==> config.mk <==
export PLATFORM = sky130hd
export DESIGN_NAME = cdb_arbiter
export DESIGN_NICKNAME = d
export VERILOG_FILES = /design/src/rtl/cdb_arbiter.sv
export SDC_FILE = /design/constraint.sdc
export NUM_CORES = 1
export LEC_CHECK = 0
export CORE_MARGIN = 4
export CORE_UTILIZATION = 56
export CTS_CLUSTER_DIAMETER = 100
export CTS_CLUSTER_SIZE = 30
export DETAILED_ROUTE_END_ITERATION = 8
export DONT_BUFFER_PORTS = 1
export GPL_TIMING_DRIVEN = 0
export HOLD_SLACK_MARGIN = 0.05
export MAX_ROUTING_LAYER = met4
export PLACE_DENSITY = 0.78
export SLEW_MARGIN = 5
export SYNTH_ARGS = -nofsm -noshare
export SYNTH_HDL_FRONTEND = slang
export SYNTH_SLANG_ARGS = --single-unit
==> constraint.sdc <==
create_clock -name clk -period 2 [get_ports clk]
set_clock_uncertainty 0.2 [all_clocks]
set_input_delay 0.4 -clock clk [delete_from_list [all_inputs] [get_ports clk]]
set_output_delay 0.4 -clock clk [all_outputs]
set_load 0.01 [all_outputs]
==> src/rtl/cdb_arbiter.sv <==
// Result-bus arbiter: four 1-entry holding buffers feeding a round-robin scheduler
// that drives an external 4:1 mux (buf_data0..3 + mux_select) once per cycle.

module cdb_slot #(
    parameter int DATA_W = 16,
    parameter int TAG_W  = 4
) (
    input  logic              clk,
    input  logic              reset_n,
    input  logic              flush,
    input  logic              load,
    input  logic              clear,
    input  logic [DATA_W-1:0] in_data,
    input  logic [TAG_W-1:0]  in_tag,
    output logic              full,
    output logic [DATA_W-1:0] data,
    output logic [TAG_W-1:0]  tag
);

    // load only happens while empty and clear only while full, so they never collide
    always_ff @(posedge clk or negedge reset_n) begin
        if (!reset_n) begin
            full <= 1'b0;
            data <= '0;
            tag  <= '0;
        end else if (flush) begin
            full <= 1'b0;
        end else if (load) begin
            full <= 1'b1;
            data <= in_data;
            tag  <= in_tag;
        end else if (clear) begin
            full <= 1'b0;
        end
    end

endmodule

module cdb_arbiter #(
    parameter int DATA_W = 16,
    parameter int TAG_W  = 4
) (
    input  logic                  clk,
    input  logic                  reset_n,
    input  logic                  flush,
    input  logic [3:0]            fu_valid,
    output logic [3:0]            fu_ready,
    input  logic [4*DATA_W-1:0]   fu_data,
    input  logic [4*TAG_W-1:0]    fu_tag,
    output logic [DATA_W-1:0]     buf_data0,
    output logic [DATA_W-1:0]     buf_data1,
    output logic [DATA_W-1:0]     buf_data2,
    output logic [DATA_W-1:0]     buf_data3,
    output logic [1:0]            mux_select,
    output logic                  cdb_valid,
    output logic [TAG_W-1:0]      cdb_tag
);

    localparam int NUM_FU = 4;

    logic [NUM_FU-1:0]             full;
    logic [NUM_FU-1:0]             load;
    logic [NUM_FU-1:0]             clear;
    logic [NUM_FU-1:0]             cand;
    logic [NUM_FU-1:0][DATA_W-1:0] bdata;
    logic [NUM_FU-1:0][TAG_W-1:0]  btag;
    logic [1:0]                    rr_ptr;
    logic [1:0]                    win;
    logic [1:0]                    idx;
    logic                          found;

    // ready depends only on registered state
    assign fu_ready = ~full;
    assign load     = fu_valid & ~full;

    genvar g;
    generate
        for (g = 0; g < NUM_FU; g++) begin : g_slot
            assign clear[g] = cdb_valid && (mux_select == 2'(g));

            cdb_slot #(
                .DATA_W (DATA_W),
                .TAG_W  (TAG_W)
            ) u_slot (
                .clk     (clk),
                .reset_n (reset_n),
                .flush   (flush),
                .load    (load[g]),
                .clear   (clear[g]),
                .in_data (fu_data[g*DATA_W +: DATA_W]),
                .in_tag  (fu_tag[g*TAG_W +: TAG_W]),
                .full    (full[g]),
                .data    (bdata[g]),
                .tag     (btag[g])
            );
        end
    endgenerate

    // the entry currently on the bus is leaving, so it must not be picked again
    assign cand = full & ~clear;

    always_comb begin
        found = 1'b0;
        win   = rr_ptr;
        idx   = rr_ptr;
        for (int k = 0; k < NUM_FU; k++) begin
            idx = rr_ptr + 2'(k);
            if (!found && cand[idx]) begin
                found = 1'b1;
                win   = idx;
            end
        end
    end

    always_ff @(posedge clk or negedge reset_n) begin
        if (!reset_n) begin
            cdb_valid  <= 1'b0;
            mux_select <= 2'd0;
            cdb_tag    <= '0;
            rr_ptr     <= 2'd0;
        end else if (flush) begin
            cdb_valid <= 1'b0;
        end else if (found) begin
            cdb_valid  <= 1'b1;
            mux_select <= win;
            cdb_tag    <= btag[win];
            rr_ptr     <= win + 2'd1;
        end else begin
            cdb_valid <= 1'b0;
        end
    end

    assign buf_data0 = bdata[0];
    assign buf_data1 = bdata[1];
    assign buf_data2 = bdata[2];
    assign buf_data3 = bdata[3];

endmodule

==> impl_metrics.py, run 1 <==
metrics = {
    "clock_network": {
        "ctsHtreeMaxLevel": 3,
        "ctsHoldBuffers": 82,
        "clock_sink_count": 93,
        "clock_path_buffers": 2,
        "cts_tree": "done",
        "clk_pin_slew_ns": 0.09,
        "clockRootBuffer": "clkbuf_8",
        "cts_buffers": 9,
        "clk_latency_ns": 0.35,
    },
    "detailed_routing": {
        "dr.first_iter.drc_count": 88,
        "postRouteAntennaNets": 0,
        "drt_wl_total_um": 8920,
        "drc": 0,
        "num_vias": 2425,
        "wire_per_inst_um": 20.3,
        "drtPass1Iterations": 4,
        "via_per_inst": 5.52,
    },
    "pwr": {
        "p_sw_frac": 0.325,
        "p_per_area_mw_per_mm2": 1080,
        "pwr-share-seq": 0.543,
        "irDropWorstVdd_v": 0.000604,
        "leakage_nw": 2.13,
        "p_int_w": 0.00363,
        "clockPowerShare": 0.206,
        "p_sw_w": 0.00175,
        "pwr-share-comb": 0.251,
        "finalPower_w": 0.00538,
    },
    "cells_and_area": {
        "final_cells": 439,
        "fin_nets": 444,
        "final_cell_mix": "dfrtp_1, dlygate4sd3_1, mux2_2",
        "n_antenna_cell": 0,
        "syn_to_final_growth_pct": 31.6,
        "drive_above_1_share": 0.351,
        "final_core_util": 0.772,
        "final_common_cell": "dfrtp_1",
        "fin_area_sq_mm": 0.00499,
    },
    "sta": {
        "rsz0062_at_grt": "true",
        "max_freq_ghz": 0.458,
        "post-route-min-period_ns": 2.18,
        "hold_viol_final": 93,
        "holdWs_ns": -0.471,
        "tightest_slew_ns": 0.428,
        "slew_viol_final": 0,
        "setup_viol": 6,
        "period_share": 1.09,
        "worst_slack_ns": -0.184,
        "worst_slew_margin_rel": 0.715,
    },
    "synthesis": {
        "synth_cell_types": 35,
        "synth_edf_count": 0,
        "yosys_most_used_dff": "dfrtp_1",
        "ys_ff_latch": 93,
        "synth_area_sq_mm": 0.00379,
        "yosysSeqAreaShare": 0.614,
        "synthArstFlopShare": 1.00,
        "yosysWarnings": 0,
        "synth_cells": 257,
        "syn-num-nets": 344,
        "postSynthAreaPerCell_sq_um": 14.7,
    },
    "global_routing": {
        "grt_max_degree": 94,
        "antenna_found_initial": 0,
        "grt_usage": 0.229,
        "grt_pass1_vias": 2761,
        "grt_pass1_wl_um": 14100,
        "globalRouteOverflowTotal": 0,
    },
    "floorplan": {
        "die_x_um": 90.2,
        "dieArea_sq_mm": 0.00814,
        "core_sq_mm": 0.00646,
        "ios": 162,
        "die_y_um": 90.2,
        "rows": 29,
        "start_util": 0.586,
    },
    "placement": {
        "gp_congestion": 0.846,
        "place_hpwl_um": 5530,
        "io_buffer_count": 0,
        "dpl_cell_area_sq_mm": 0.00388,
        "dp_cells": 334,
        "dp_slack_ns": -0.206,
    },
    "critical_path": {
        "crit_path_max_fanout": 6,
        "reg2reg_from": "mux_select[0]",
        "cp-startpoint": "mux_select[0]",
        "r2r-end": "cdb_tag[2]",
        "start_kind": "flip-flop",
        "crit_type": "flip-flop to flip-flop",
        "reg2regPathDepth": 8,
        "arrival_ns": 2.20,
        "cp-end-kind": "flip-flop",
        "critPathRequiredTime_ns": 2.02,
        "r2r_slack_ns": -0.18,
    },
    "flow_run": {
        "max_cap_viol_count": 0,
    },
    "worst_hold_path": {
        "hp-class": "input port to asynchronous set/reset pin",
    },
    "run_status": {
        "violations": "hold timing, setup timing",
        "outcome": "complete, but fails checks",
    },
}
logic make-up after synthesis:
group                  count (synthesis)  share of synthesized area
flip-flops                            93                      0.614
XOR/XNOR                               1                    0.00231
multiplexers                          89                      0.262
buffers and inverters                 19                     0.0244
AND/OR/NAND/NOR                       30                     0.0439
AO/OA/AOI/OAI                         25                     0.0532
synthesized netlist by cell type, types with 2 or more instances:
cell type,number,area (sq um)
dfrtp_1,93,2330
mux2_2,80,901
nand2_1,13,48.8
mux2i_1,9,90.1
inv_1,7,26.3
a21oi_1,5,25.0
buf_2,5,25.0
clkbuf_1,5,18.8
nor2_1,4,15.0
nor3b_1,4,30.0
o21bai_1,3,22.5
o221ai_1,3,26.3
buf_6,2,22.5
nand2b_1,2,12.5
o21ai_0,2,10.0
worst max-delay path by stage:
stage	to	cells after the start	slack [ns]
6_report	cdb_tag[2]	8	-0.18
3_3_place_gp	cdb_tag[3]	6	-0.21
4_1_cts	cdb_tag[0]	8	-0.17
2_1_floorplan	cdb_tag[0]	8	0.01
5_1_grt	cdb_tag[2]	8	-0.28
3_5_place_dp	cdb_tag[0]	6	-0.21
sequential cells by signal, summed over array words and instances, names as in the netlist:
register,count
g_slot.u_slot.data,64
g_slot.u_slot.tag,16
cdb_tag,4
g_slot.u_slot.full,4
mux_select,2
rr_ptr,2
cdb_valid,1
timing repair:
item / in CTS / in global routing
gates cloned: 1 / 0
endpoints found under the setup margin: 47 / 28
endpoints found under the hold margin: 175 / 93
pin swaps: 1 / 0
resized for setup: 8 / 10
setup buffers: 3 / 3
worst max-delay path: stages (launching register included):
cell,delay (ns)
dfrtp_1,0.42
buf_6,0.15
and3b_2,0.24
nand2b_4,0.15
a2bb2oi_2,0.14
o221ai_2,0.22
buf_4,0.21
mux2i_1,0.20
o221ai_1,0.13
per-stage QoR:
stage | setup TNS (ns) | hold slack (ns)
floorplan | 0 | -0.0956
global placement | -3.74 | -0.0938
detailed placement | -5.12 | -0.0936
CTS | -0.729 | -0.482
global route | -1.50 | -0.485
finish | -0.791 | -0.471
cell type report:
| class | count | area, sq um |
|---|---|---|
| buffer | 12 | 76.3 |
| clock buffer | 11 | 131 |
| clock inverter | 5 | 36.3 |
| fill | 407 | 1470 |
| inverter | 7 | 26.3 |
| multi-input combinational | 145 | 1410 |
| sequential | 93 | 2330 |
| tap | 77 | 96.3 |
| timing repair buffer | 89 | 886 |
power by group through the flow:
stage	sequential, W	combinational, W	clock, W
after floorplan	0.00281	0.000924	0
after CTS	0.00290	0.00127	0.00112
after global placement	0.00292	0.00104	0
after global routing	0.00298	0.00147	0.00120
after detailed placement	0.00293	0.00108	0
final	0.00292	0.00135	0.00111
routing by layer:
layer | wire, um | vias up | global-route usage
li1 | - | 1109 | -
met2 | 4880 | 90 | 0.401
met1 | 3310 | 1212 | 0.255
met3 | 574 | 14 | 0.0559
met5 | 0 | - | -
met4 | 150 | 0 | 0.0842
Power figures use the tool's default switching activity.
==> run 2, diff against run 1 <==
ABC_AREA = 1   (was unset)
==> run 2 against run 1 <==
Against the previous run:
- the run still ends with hold timing, setup timing left
- cell count is 21% higher
- utilization up 3.7 points
- die area increased by 3.8%
- largest cell class unchanged
==> impl_metrics.py, run 2 <==
metrics = {
    "run_status": {
        "outcome": "complete, but fails checks",
        "violations": "hold timing, setup timing",
    },
    "global_routing": {
        "grt_pass1_vias": 3379,
        "antenna_found_initial": 0,
        "grt_pass1_wl_um": 17500,
        "globalRouteOverflowTotal": 0,
        "grt_usage": 0.281,
        "grt_max_degree": 94,
    },
    "cells_and_area": {
        "fin_nets": 519,
        "fill_cells": 351,
        "top_register": "g_slot.u_slot.data",
        "reg_top3": "g_slot.u_slot.data (64), g_slot.u_slot.tag (16)",
        "regArea_sq_mm": 0.00233,
        "multi_input_area_sq_mm": 0.00176,
        "final_cell_mix": "dfrtp_1, mux2_2, dlygate4sd3_1",
        "syn_to_final_growth_pct": 40.0,
        "final_cells": 533,
        "n_antenna_cell": 0,
        "largest_reg_flops": 64,
        "final_common_cell": "dfrtp_1",
        "drive_above_1_share": 0.400,
    },
    "pwr": {
        "leakage_nw": 2.46,
        "irDropWorstVdd_v": 0.000745,
        "p_per_area_mw_per_mm2": 1470,
    },
    "sta": {
        "worst_slack_ns": -0.307,
        "tightest_slew_ns": 0.556,
        "slew_viol_final": 0,
        "setup_viol": 10,
        "post-route-min-period_ns": 2.31,
        "period_share": 1.15,
        "rsz0062_at_grt": "true",
        "max_freq_ghz": 0.434,
        "holdWs_ns": -0.495,
        "worst_slew_margin_rel": 0.629,
        "hold_viol_final": 93,
    },
    "detailed_routing": {
        "num_vias": 3022,
        "wire_per_inst_um": 21.3,
        "drt_wl_total_um": 11400,
        "via_per_inst": 5.67,
        "postRouteAntennaNets": 0,
        "drc": 0,
        "dr.first_iter.drc_count": 170,
        "drtPass1Iterations": 5,
    },
    "synthesis": {
        "ys_ff_latch": 93,
        "synthArstFlopShare": 1.00,
        "ys_top_cells_by_area": "dfrtp_1, mux2_2, nand2_1",
        "yosys_most_used_dff": "dfrtp_1",
        "synth_cell_types": 23,
        "synth.top_cell.area_share": 0.590,
        "yosysWarnings": 0,
        "syn-num-nets": 407,
        "synth_most_common_cell": "dfrtp_1",
        "synth_area_leader_cell": "dfrtp_1",
        "synth_common_cells": "dfrtp_1, mux2_2, nand2_1, nand3_1, buf_1",
        "synth_area_sq_mm": 0.00395,
        "postSynthAreaPerCell_sq_um": 12.3,
        "yosysSeqAreaShare": 0.590,
        "synth_cells": 320,
        "synth_edf_count": 0,
    },
    "placement": {
        "io_buffer_count": 0,
        "dp_slack_ns": -0.240,
        "dp_cells": 416,
        "gp_congestion": 0.835,
        "place_hpwl_um": 6120,
    },
    "critical_path": {
        "r2r-end": "cdb_tag[1]",
        "r2r_slack_ns": -0.31,
        "arrival_ns": 2.38,
        "start_kind": "flip-flop",
        "reg2regPathDepth": 14,
        "critPathRequiredTime_ns": 2.07,
        "critical-path-max-stage-delay_ns": 0.51,
        "crit_slowest_cell": "dfrtp_2",
        "cp-end-kind": "flip-flop",
        "reg2reg_from": "mux_select[0]",
        "crit_type": "flip-flop to flip-flop",
        "cp_cell_sequence": "inv_2 > nand3_4 > nand3_4 > nand3_1 > nand2_1 > nand4_1 > nand2_4 > nand2_4 > nand2_2 > nand2_1 > nand2_1 > nand2_1 > nand2_1 > nand2_1",
        "crit_path_max_fanout": 5,
        "crit_top_cell": "nand2_1",
    },
    "clock_network": {
        "clockRootBuffer": "clkbuf_8",
        "ctsHoldBuffers": 80,
        "cts_buffers": 9,
        "clk_pin_slew_ns": 0.10,
        "clock_sink_count": 93,
        "cts_tree": "done",
        "clk_latency_ns": 0.37,
        "clock_path_buffers": 2,
        "ctsHtreeMaxLevel": 3,
    },
    "worst_hold_path": {
        "hp-class": "input port to asynchronous set/reset pin",
    },
    "flow_run": {
        "max_cap_viol_count": 0,
    },
    "floorplan": {
        "rows": 30,
        "die_x_um": 91.9,
        "core_sq_mm": 0.00683,
        "dieArea_sq_mm": 0.00845,
        "die_y_um": 91.9,
        "start_util": 0.578,
        "ios": 162,
    },
}
-- run 2: cell count changes after synthesis, moves of 3 or more --
cell	change
nand2_2	+6
nand2_1	+52
mux2i_1	-9
a21oi_1	-4
nand3_1	+38
clkbuf_1	-5
nor3b_1	-4
buf_2	-5
o221ai_1	-3
buf_1	+8
inv_2	+5
-- run 2: cell type report --
| type | count | area share |
|---|---|---|
| clock inverters | 6 | 0.0208 |
| inverters | 13 | 0.0102 |
| flip-flops and latches | 93 | 0.422 |
| repair buffers | 99 | 0.171 |
| clock buffers | 10 | 0.0249 |
| multi-input cells | 206 | 0.318 |
| plain buffers | 10 | 0.0115 |
| well taps | 96 | 0.0217 |
-- run 2: what timing repair did --
action	4_1_cts	5_1_grt
gates resized for setup	26	33
endpoints found under the setup margin	9	32
hold endpoints to repair	173	93
setup buffers	10	9
pin swaps	10	15
cloned	2	0
-- run 2: through the flow --
| step | hold WS, ns | area, sq um | power, W | setup TNS (ns) | util |
|---|---|---|---|---|---|
| final | -0.495 | 5530 | 0.00814 | -2.37 | 0.809 |
| after CTS | -0.496 | 5320 | 0.00741 | -0.778 | 0.778 |
| after global routing | -0.519 | 5530 | 0.00856 | -3.43 | 0.809 |
| after floorplan | -0.0956 | 3950 | 0.00483 | 0 | - |
| after global placement | -0.0937 | 4070 | 0.00519 | -11.25 | 0.595 |
| after detailed placement | -0.0927 | 4070 | 0.00532 | -11.57 | 0.595 |
-- run 2: critical path, delay by kind of cell (launching register included) --
family	cells	cell delay, ns
simple gates	13	1.36
flops	1	0.51
buf+inv	1	0.13
-- run 2: power by group --
part	switching (W)	leakage [nW]	total, W	internal, W
Sequential	0.000689	1.10	0.00312	0.00243
Clock	0.000722	0.124	0.00160	0.000874
Combinational	0.00194	1.24	0.00342	0.00148
Total	0.00335	2.46	0.00814	0.00478
-- run 2: logic make-up (layout without fill, tap and decap cells) --
group                     count (synthesis)  in the layout  share of synthesized area
and+or+nand+nor                         118            120                      0.142
AOI/OAI and AO/OA                         4              4                    0.00856
xor gates and xnor gates                  2              2                    0.00634
DFF                                      93             93                      0.590
buffers and inverters                    23            138                     0.0247
muxes                                    80             80                      0.228
-- run 2: per-layer routing --
metal	global-route usage	vias up	share of wire
met5	-	-	0
met4	0.124	0	0.036
met3	0.0820	40	0.069
met2	0.508	164	0.56
met1	0.278	1509	0.33
li1	-	1309	-
-- run 2: worst max path at each step --
| stage | slack [ns] | endpoint | start |
|---|---|---|---|
| 2_1_floorplan | 0.06 | cdb_tag[0] | mux_select[1] |
| 3_5_place_dp | -0.24 | cdb_tag[0] | mux_select[1] |
| 3_3_place_gp | -0.20 | g_slot[2].u_slot.data[11] | flush |
| 5_1_grt | -0.41 | cdb_tag[3] | mux_select[0] |
| 4_1_cts | -0.13 | cdb_tag[0] | mux_select[1] |
| 6_report | -0.31 | cdb_tag[1] | mux_select[0] |
